[src/rtl/csela_pkg.sv]
// Shared definitions for the carry-select adder family: FSM encodings,
// default datapath sizes and the chunk-counter sizing helper.
package csela_pkg;

    typedef enum logic [1:0] {
        IDLE = 2'b00,
        RUN  = 2'b01,
        DONE = 2'b10
    } state_t;

    localparam int DEF_WIDTH = 64;
    localparam int DEF_CHUNK = 16;

    function automatic int nchunk_of(input int width, input int chunk);
        return width / chunk;
    endfunction

    // Counter must stay at least one bit wide so NCHUNK=1 still elaborates.
    function automatic int idx_bits(input int nchunk);
        return (nchunk <= 1) ? 1 : $clog2(nchunk);
    endfunction

endpackage

[src/rtl/csela_serial_add_ctrl_cselaxbit.sv]
// Combinational carry-select adder: 4-bit blocks each precompute sums for
// carry-in 0 and 1, and the incoming block carry picks one.
module CSelAxbit #(
    parameter int size = 16
) (
    input  logic [size-1:0] i_a,
    input  logic [size-1:0] i_b,
    input  logic            i_cin,
    output logic [size-1:0] o_sum,
    output logic            o_cout
);

    localparam int NBLK = size / 4;

    logic [4:0] w_s0;
    logic [4:0] w_s1;
    logic       w_c;

    // NOTE: every variable gets a default at the top of always_comb so no
    // path leaves it unassigned and no latch is inferred.
    always_comb begin
        w_s0  = '0;
        w_s1  = '0;
        w_c   = i_cin;
        o_sum = '0;
        for (int k = 0; k < NBLK; k++) begin
            w_s0 = {1'b0, i_a[4*k +: 4]} + {1'b0, i_b[4*k +: 4]};
            w_s1 = w_s0 + 5'd1;
            o_sum[4*k +: 4] = w_c ? w_s1[3:0] : w_s0[3:0];
            w_c = w_c ? w_s1[4] : w_s0[4];
        end
        o_cout = w_c;
    end

endmodule

[src/rtl/csela_serial_add_ctrl.sv]
// WIDTH-bit add/subtract built by running one CHUNK-bit carry-select adder
// over WIDTH/CHUNK cycles, with valid/ready handshakes on both sides.
module csela_serial_add_ctrl
    import csela_pkg::*;
#(
    parameter int WIDTH = DEF_WIDTH,
    parameter int CHUNK = DEF_CHUNK
) (
    input  logic             clk,
    input  logic             rst_n,
    input  logic             in_valid,
    output logic             in_ready,
    input  logic [WIDTH-1:0] a,
    input  logic [WIDTH-1:0] b,
    input  logic             cin,
    input  logic             sub,
    output logic             out_valid,
    input  logic             out_ready,
    output logic [WIDTH-1:0] sum,
    output logic             cout,
    output logic             ovf,
    output logic             busy
);

    localparam int NCHUNK = nchunk_of(WIDTH, CHUNK);
    localparam int IDXW   = idx_bits(NCHUNK);
    localparam logic [IDXW-1:0] LAST_IDX = IDXW'(NCHUNK - 1);

    state_t           r_state;
    logic [WIDTH-1:0] r_opa;
    logic [WIDTH-1:0] r_opb;
    logic [WIDTH-1:0] r_res;
    logic             r_carry;
    logic [IDXW-1:0]  r_idx;
    logic             r_cout;
    logic             r_ovf;

    logic [CHUNK-1:0] w_sum;
    logic             w_cout;
    logic             w_msb_cin;
    logic [WIDTH-1:0] w_res_next;

    CSelAxbit #(.size(CHUNK)) u_chunk (
        .i_a    (r_opa[CHUNK-1:0]),
        .i_b    (r_opb[CHUNK-1:0]),
        .i_cin  (r_carry),
        .o_sum  (w_sum),
        .o_cout (w_cout)
    );

    // Chunk results enter at the top so the first chunk ends up at bit 0.
    generate
        if (NCHUNK == 1) begin : g_one
            assign w_res_next = w_sum;
        end else begin : g_many
            assign w_res_next = {w_sum, r_res[WIDTH-1:CHUNK]};
        end
    endgenerate

    assign w_msb_cin = r_opa[CHUNK-1] ^ r_opb[CHUNK-1] ^ w_sum[CHUNK-1];

    // NOTE: sequential state uses non-blocking assignments so every register
    // samples pre-edge values regardless of statement order.
    always_ff @(posedge clk or negedge rst_n) begin
        if (!rst_n) begin
            r_state <= IDLE;
            r_opa   <= '0;
            r_opb   <= '0;
            r_res   <= '0;
            r_carry <= 1'b0;
            r_idx   <= '0;
            r_cout  <= 1'b0;
            r_ovf   <= 1'b0;
        end else begin
            case (r_state)
                IDLE: begin
                    if (in_valid) begin
                        r_opa   <= a;
                        r_opb   <= sub ? ~b : b;
                        r_carry <= sub ? 1'b1 : cin;
                        r_idx   <= '0;
                        r_state <= RUN;
                    end
                end
                RUN: begin
                    r_opa   <= r_opa >> CHUNK;
                    r_opb   <= r_opb >> CHUNK;
                    r_res   <= w_res_next;
                    r_carry <= w_cout;
                    r_idx   <= r_idx + 1'b1;
                    if (r_idx == LAST_IDX) begin
                        r_cout  <= w_cout;
                        r_ovf   <= w_msb_cin ^ w_cout;
                        r_state <= DONE;
                    end
                end
                DONE: begin
                    if (out_ready) begin
                        r_state <= IDLE;
                    end
                end
                default: r_state <= IDLE;
            endcase
        end
    end

    assign in_ready  = (r_state == IDLE);
    assign out_valid = (r_state == DONE);
    assign busy      = (r_state == RUN) || (r_state == DONE);
    assign sum       = r_res;
    assign cout      = r_cout;
    assign ovf       = r_ovf;

endmodule
[config.mk]
export PLATFORM = sky130hd
export DESIGN_NAME = csela_serial_add_ctrl
export DESIGN_NICKNAME = d
export VERILOG_FILES = /design/src/rtl/csela_pkg.sv /design/src/rtl/csela_serial_add_ctrl_cselaxbit.sv /design/src/rtl/csela_serial_add_ctrl.sv
export SDC_FILE = /design/constraint.sdc
export NUM_CORES = 1
export LEC_CHECK = 0
export CELL_PAD_IN_SITES_DETAIL_PLACEMENT = 0
export CELL_PAD_IN_SITES_GLOBAL_PLACEMENT = 1
export CORE_MARGIN = 2
export CORE_UTILIZATION = 36
export CTS_BUF_LIST = sky130_fd_sc_hd__clkbuf_16
export DETAILED_ROUTE_END_ITERATION = 16
export MAX_ROUTING_LAYER = met4
export PLACE_DENSITY = 0.75
export SLEW_MARGIN = 20
export SYNTH_ARGS = -nofsm -noshare
export SYNTH_HDL_FRONTEND = slang
export SYNTH_SLANG_ARGS = --single-unit
[constraint.sdc]
create_clock -name clk -period 8.56 [get_ports clk]
set_input_delay 1.712 -clock clk [delete_from_list [all_inputs] [get_ports clk]]
set_output_delay 1.712 -clock clk [all_outputs]
set_load 0.01 [all_outputs]
==> impl_metrics.ini, run 1 <==
[hold_path]
holdPathEnd = r_opa[21]
hold_depth = 2
min_from = r_opa[21]
hold_class = reg2reg

[critical_path]
end_kind = flip-flop
cp.arrival_ns = 4.12
start_kind = flip-flop
path_delay_family = compound AO/OA/AOI/OAI gates
cp.required_ns = 8.91
reg2regPathDepth = 14
crit_chain = ha_1 -> inv_1 -> fa_1 -> inv_1 -> ha_1 -> nand3_1 -> a2111oi_2 -> nor2_2 -> xnor2_4 -> a31oi_4 -> a211oi_2 -> a21oi_1 -> or3_1 -> a31oi_1
critPathBufInv = 2
critPathSlowestCell = fa_1
timing.rr.end = ovf
r2r_slack_ns = 4.78
critPathMaxStageDelay_ns = 0.44
worstSetupPathType = reg2reg
crit_fanout = 7
r2r-start = r_opb[0]

[clocking]
postCtsResizedCells = 0
worst_skew_pair.late_latency_ns = 0.43
cts_buffers = 17
clk_pin_slew_ns = 0.08
cts_max_path_buffers = 2
root_buffer = clkbuf_16
cts.sinks = 199
cts-htree-levels = 4
hold_buffers = 0
postCtsSetupBuffers = 0
cts_tree = built

[layout]
layout-drive-gt1-share = 0.0921
design_area_mm2 = 0.0127
syn2layout_area_growth_pct = 29.8
utilization = 0.473
fin_nets = 1257
n_fill_cell = 2529

[floorplan]
die_y_um = 169
num_io_pins = 203
coreArea_mm2 = 0.0268
die_area_mm2 = 0.0285
initial_core_util = 0.365
die_w_um = 169
num_rows = 60

[sta]
fin_crit_ns = 3.78
maxSlewHeadroom = 0.328
fin_tns_setup_ns = 0
finalCritPeriodShare = 0.441
max_freq_ghz = 0.265
worst_slack_ns = 4.78
finalSetupViolCount = 0
drv_slew = 0
rsz0062_at_grt = false
hold_viol = 0
worstMarginPinSlew_ns = 1.01
skew_ns = 0.0103

[grt]
grt_pass1_wl_mm = 36.1
first_global_vias = 6738
grt_use_total = 0.165
grt_overflow = 0
antenna_found_initial = 2
grt_max_degree = 229

[placed_design]
place_congestion = 0.803
io_buffers = 202
place_area_mm2 = 0.0121
place_ws_ns = 4.83
hpwl_mm = 15.9

[synth]
yosys.area.top_type = dfrtp_1
synth_area_per_cell_um2 = 10.5
synth.most_common_cell = dfrtp_1
yosysWarnings = 0
yosysTopAreaCellShare = 0.509
synth-main-ff-cell = dfrtp_1
ys_seq_area_frac = 0.509
yosysUniqueCellTypes = 45
yosys_register_bits = 199
synth_edf_count = 0
synthTopCellsByCount = dfrtp_1 (199), nand2_1 (109), o21ai_0 (102), a21oi_1 (74), nor2_1 (68)
syn-num-nets = 1093
netlist_area_mm2 = 0.00978
ys_async_sr_fraction = 1.00
syn_inst = 931
synth.area.top_cells = dfrtp_1 (51%), mux2_2 (5.9%), xnor2_1 (5.7%)

[drt]
drt_drc_violations_left = 0
first_pass_iters = 4
drtAntennaViolNets = 0
vias = 6844
wl_mm = 22.3
avgRoutedWirePerCell_um = 15.4
via_per_inst = 4.71
drtIter0Drc = 420

[power_and_ir_drop]
p_per_area_mw_per_mm2 = 415
peakVddDrop_mv = 0.391
power_mw = 5.26
leakage_nw = 5.36

[status]
status = completed

[run]
max_cap_violations = 0
how the worst max path moves through the flow:
stage / startpoint / cells after the start / endpoint / slack [ns]
3_3_place_gp: r_opa[0] / 14 / ovf / 4.95
2_1_floorplan: r_opa[0] / 14 / ovf / 5.20
4_1_cts: r_opa[0] / 14 / ovf / 4.81
5_1_grt: r_opb[0] / 14 / ovf / 4.54
6_report: r_opb[0] / 14 / ovf / 4.78
3_5_place_dp: r_opa[0] / 14 / ovf / 4.83
worst min-delay path, cell delays in order (launching register included):
cell and delay (ns):
dfrtp_1 0.35, nand2_1 0.05, o21ai_0 0.06
flip-flops by register name, indices dropped and copies added (netlist names):
signal and cells:
r_opa 64, r_opb 64, sum 64, r_idx 2, r_state 2, cout 1, ovf 1, r_carry 1
report_power, final:
part           leakage, nW  internal, mW  total [mW]  switching, mW
combinational         2.61          1.27        2.71           1.44
sequential            2.45          1.42        1.73          0.306
clock                0.293         0.421       0.822          0.401
total                 5.36          3.12        5.26           2.15
per-layer routing:
layer	share of wire	global-route usage	vias up	routed length, um
met5	0	-	-	0
met4	0.0062	0.0360	0	138
met3	0.043	0.0374	8	960
met2	0.45	0.247	145	10000
met1	0.50	0.230	3168	11200
li1	-	-	3523	-
metrics by stage:
stage	std cells	hold slack, ns
after floorplan	931	0.450
after global placement	1417	0.460
after detailed placement	1417	0.470
after CTS	1449	0.487
after global routing	1451	0.508
final	1452	0.481
layout by cell type (no fill, tap or decap), types with 5 or more instances in the layout:
cell type,count
a22o_1,33
mux2_2,51
nand2_1,109
dfrtp_1,199
xnor2_1,64
clkdlybuf4s50_1,200
mux2i_1,51
ha_1,23
nor2_1,68
a21oi_1,74
clkbuf_16,17
a21o_1,5
inv_1,17
nand2b_1,5
xor2_1,22
buf_4,6
o21ai_0,101
kinds of logic after synthesis:
group / Yosys count / synth area share
simple gates: 205 / 0.0861
fa+ha+maj: 28 / 0.0389
xor+xnor: 88 / 0.0815
mux: 102 / 0.111
flops: 199 / 0.509
compound gates: 229 / 0.142
buf+inv: 80 / 0.0308
final cells by class:
class	count	area (um^2)	area share
diodes	3	7.51	0.000592
clock buffers	17	425	0.0335
clock inverters	15	184	0.0145
inverters	17	63.8	0.00503
multi-input cells	652	4520	0.356
flip-flops and latches	199	4980	0.393
well taps	341	427	0.0336
repair buffers	208	2080	0.164
Note: power is estimated with default switching activity, not from simulation.
==> run 2, diff against run 1 <==
clock period = 3.7 ns   (was 8.56 ns; I/O delays follow)
==> impl_metrics.ini, run 2 (synthesized netlist as in run 1, its figures left out) <==
[status]
status = completed

[critical_path]
cp.required_ns = 4.06
r2r_slack_ns = 0.28
critPathSlowestCell = fa_1
timing.rr.end = ovf
critPathMaxStageDelay_ns = 0.44
crit_chain = ha_1 -> inv_1 -> fa_1 -> inv_1 -> ha_1 -> nand2_1 -> a2111oi_4 -> o2111ai_1 -> a21boi_2 -> mux2i_2 -> a2111oi_4 -> xnor2_1 -> or3_1 -> a31oi_1
cp.arrival_ns = 3.78
r2r-start = r_opa[0]
crit_fanout = 3
reg2regPathDepth = 14
end_kind = flip-flop
start_kind = flip-flop
worstSetupPathType = reg2reg

[placed_design]
io_buffers = 202
hpwl_mm = 16.2
place_ws_ns = 0.118
place_congestion = 0.760

[sta]
drv_slew = 0
worst_slack_ns = 0.280
finalCritPeriodShare = 0.924
finalSetupViolCount = 0
rsz0062_at_grt = false
fin_tns_setup_ns = 0
worstMarginPinSlew_ns = 0.749
max_freq_ghz = 0.292
skew_ns = 0.0102
hold_viol = 0
fin_crit_ns = 3.42
maxSlewHeadroom = 0.501

[floorplan]
coreArea_mm2 = 0.0268
die_w_um = 169
die_area_mm2 = 0.0285
initial_core_util = 0.365
num_rows = 60
num_io_pins = 203
die_y_um = 169

[layout]
syn2layout_area_growth_pct = 31.4
utilization = 0.479
fin_nets = 1270
layout_commonest_cell = clkdlybuf4s50_1
final_cell_mix = clkdlybuf4s50_1 (200), dfrtp_1 (199), nand2_1 (109)
layout-drive-gt1-share = 0.107

[clocking]
cts_buffers = 17
clk_pin_slew_ns = 0.08
cts_tree = built
root_buffer = clkbuf_16
cts-htree-levels = 4
cts_max_path_buffers = 2
cts.sinks = 199
worst_skew_pair.late_latency_ns = 0.44
hold_buffers = 0

[grt]
grt_pass1_wl_mm = 36.5
grt_max_degree = 124
first_global_vias = 6920
grt_overflow = 0
grt_use_total = 0.167
antenna_found_initial = 2

[drt]
drt_drc_violations_left = 0
wl_mm = 22.5
vias = 6906
avgRoutedWirePerCell_um = 15.4
via_per_inst = 4.72
drtIter0Drc = 448
drtAntennaViolNets = 0
first_pass_iters = 4

[hold_path]
hold_class = in2async

[power_and_ir_drop]
peakVddDrop_mv = 0.548
power_mw = 12.4
p_per_area_mw_per_mm2 = 964
leakage_nw = 5.43

[run]
max_cap_violations = 0
## run 2: cell types whose count changed in the layout (fill, tap and decap cells not counted), sizes merged
cell	delta
buf	+13
clkinv	-2
diode	-1
clkinvlp	+1
inv	+1
## run 2: metrics by stage
stage,cell area (um^2),instances,hold slack [ns]
6_report,12800,1464,0.314
5_1_grt,12800,1464,0.347
4_1_cts,12800,1461,0.352
3_5_place_dp,12200,1429,0.470
3_3_place_gp,12200,1429,0.461
2_1_floorplan,9780,931,0.444
## run 2: power breakdown
| part | internal (mW) | switching [mW] | leakage (nW) |
|---|---|---|---|
| combinational | 3.09 | 3.40 | 2.68 |
| sequential | 3.29 | 0.695 | 2.45 |
| clock | 0.973 | 0.943 | 0.290 |
| total | 7.35 | 5.03 | 5.43 |
## run 2: repair_timing
item	4_1_cts	5_1_grt
setup endpoints to repair	0	2
resized for setup	0	5
setup buffers	0	1
## run 2: area by class of cell
class | count | area (um^2)
Timing Repair Buffer | 221 | 2220
Fill cell | 2525 | 14000
Tap cell | 341 | 427
Clock buffer | 17 | 425
Multi-Input combinational cell | 652 | 4550
Sequential cell | 199 | 4980
Inverter | 17 | 63.8
Antenna cell | 2 | 5.00
Clock inverter | 15 | 180
## run 2: worst max-delay path by stage
stage          startpoint  endpoint  slack (ns)  cells after the start
2_1_floorplan    r_opa[0]       ovf        0.34                     14
3_3_place_gp     r_opa[0]       ovf        0.24                     14
3_5_place_dp     r_opa[0]       ovf        0.12                     14
4_1_cts          r_opa[0]       ovf        0.12                     14
5_1_grt          r_opa[4]       ovf        0.02                     13
6_report         r_opa[0]       ovf        0.28                     14
## run 2: routing by layer
layer  vias up  GRT usage  routed length (um)
li1       3555          -                   -
met1      3163      0.224               10900
met2       168      0.256               10100
met3        20     0.0376                1270
met4         0     0.0439                 262
met5         -          -                   0
## run 2: worst max-delay path: cells and delay by family (launching register included)
family | cells | cell delay [ns]
AO/OA/AOI/OAI | 5 | 1.21
XOR/XNOR | 1 | 0.15
adder cells (fa/ha/maj) | 3 | 0.83
buffers and inverters | 2 | 0.16
flip-flops | 1 | 0.39
multiplexers | 1 | 0.19
AND/OR/NAND/NOR | 2 | 0.42
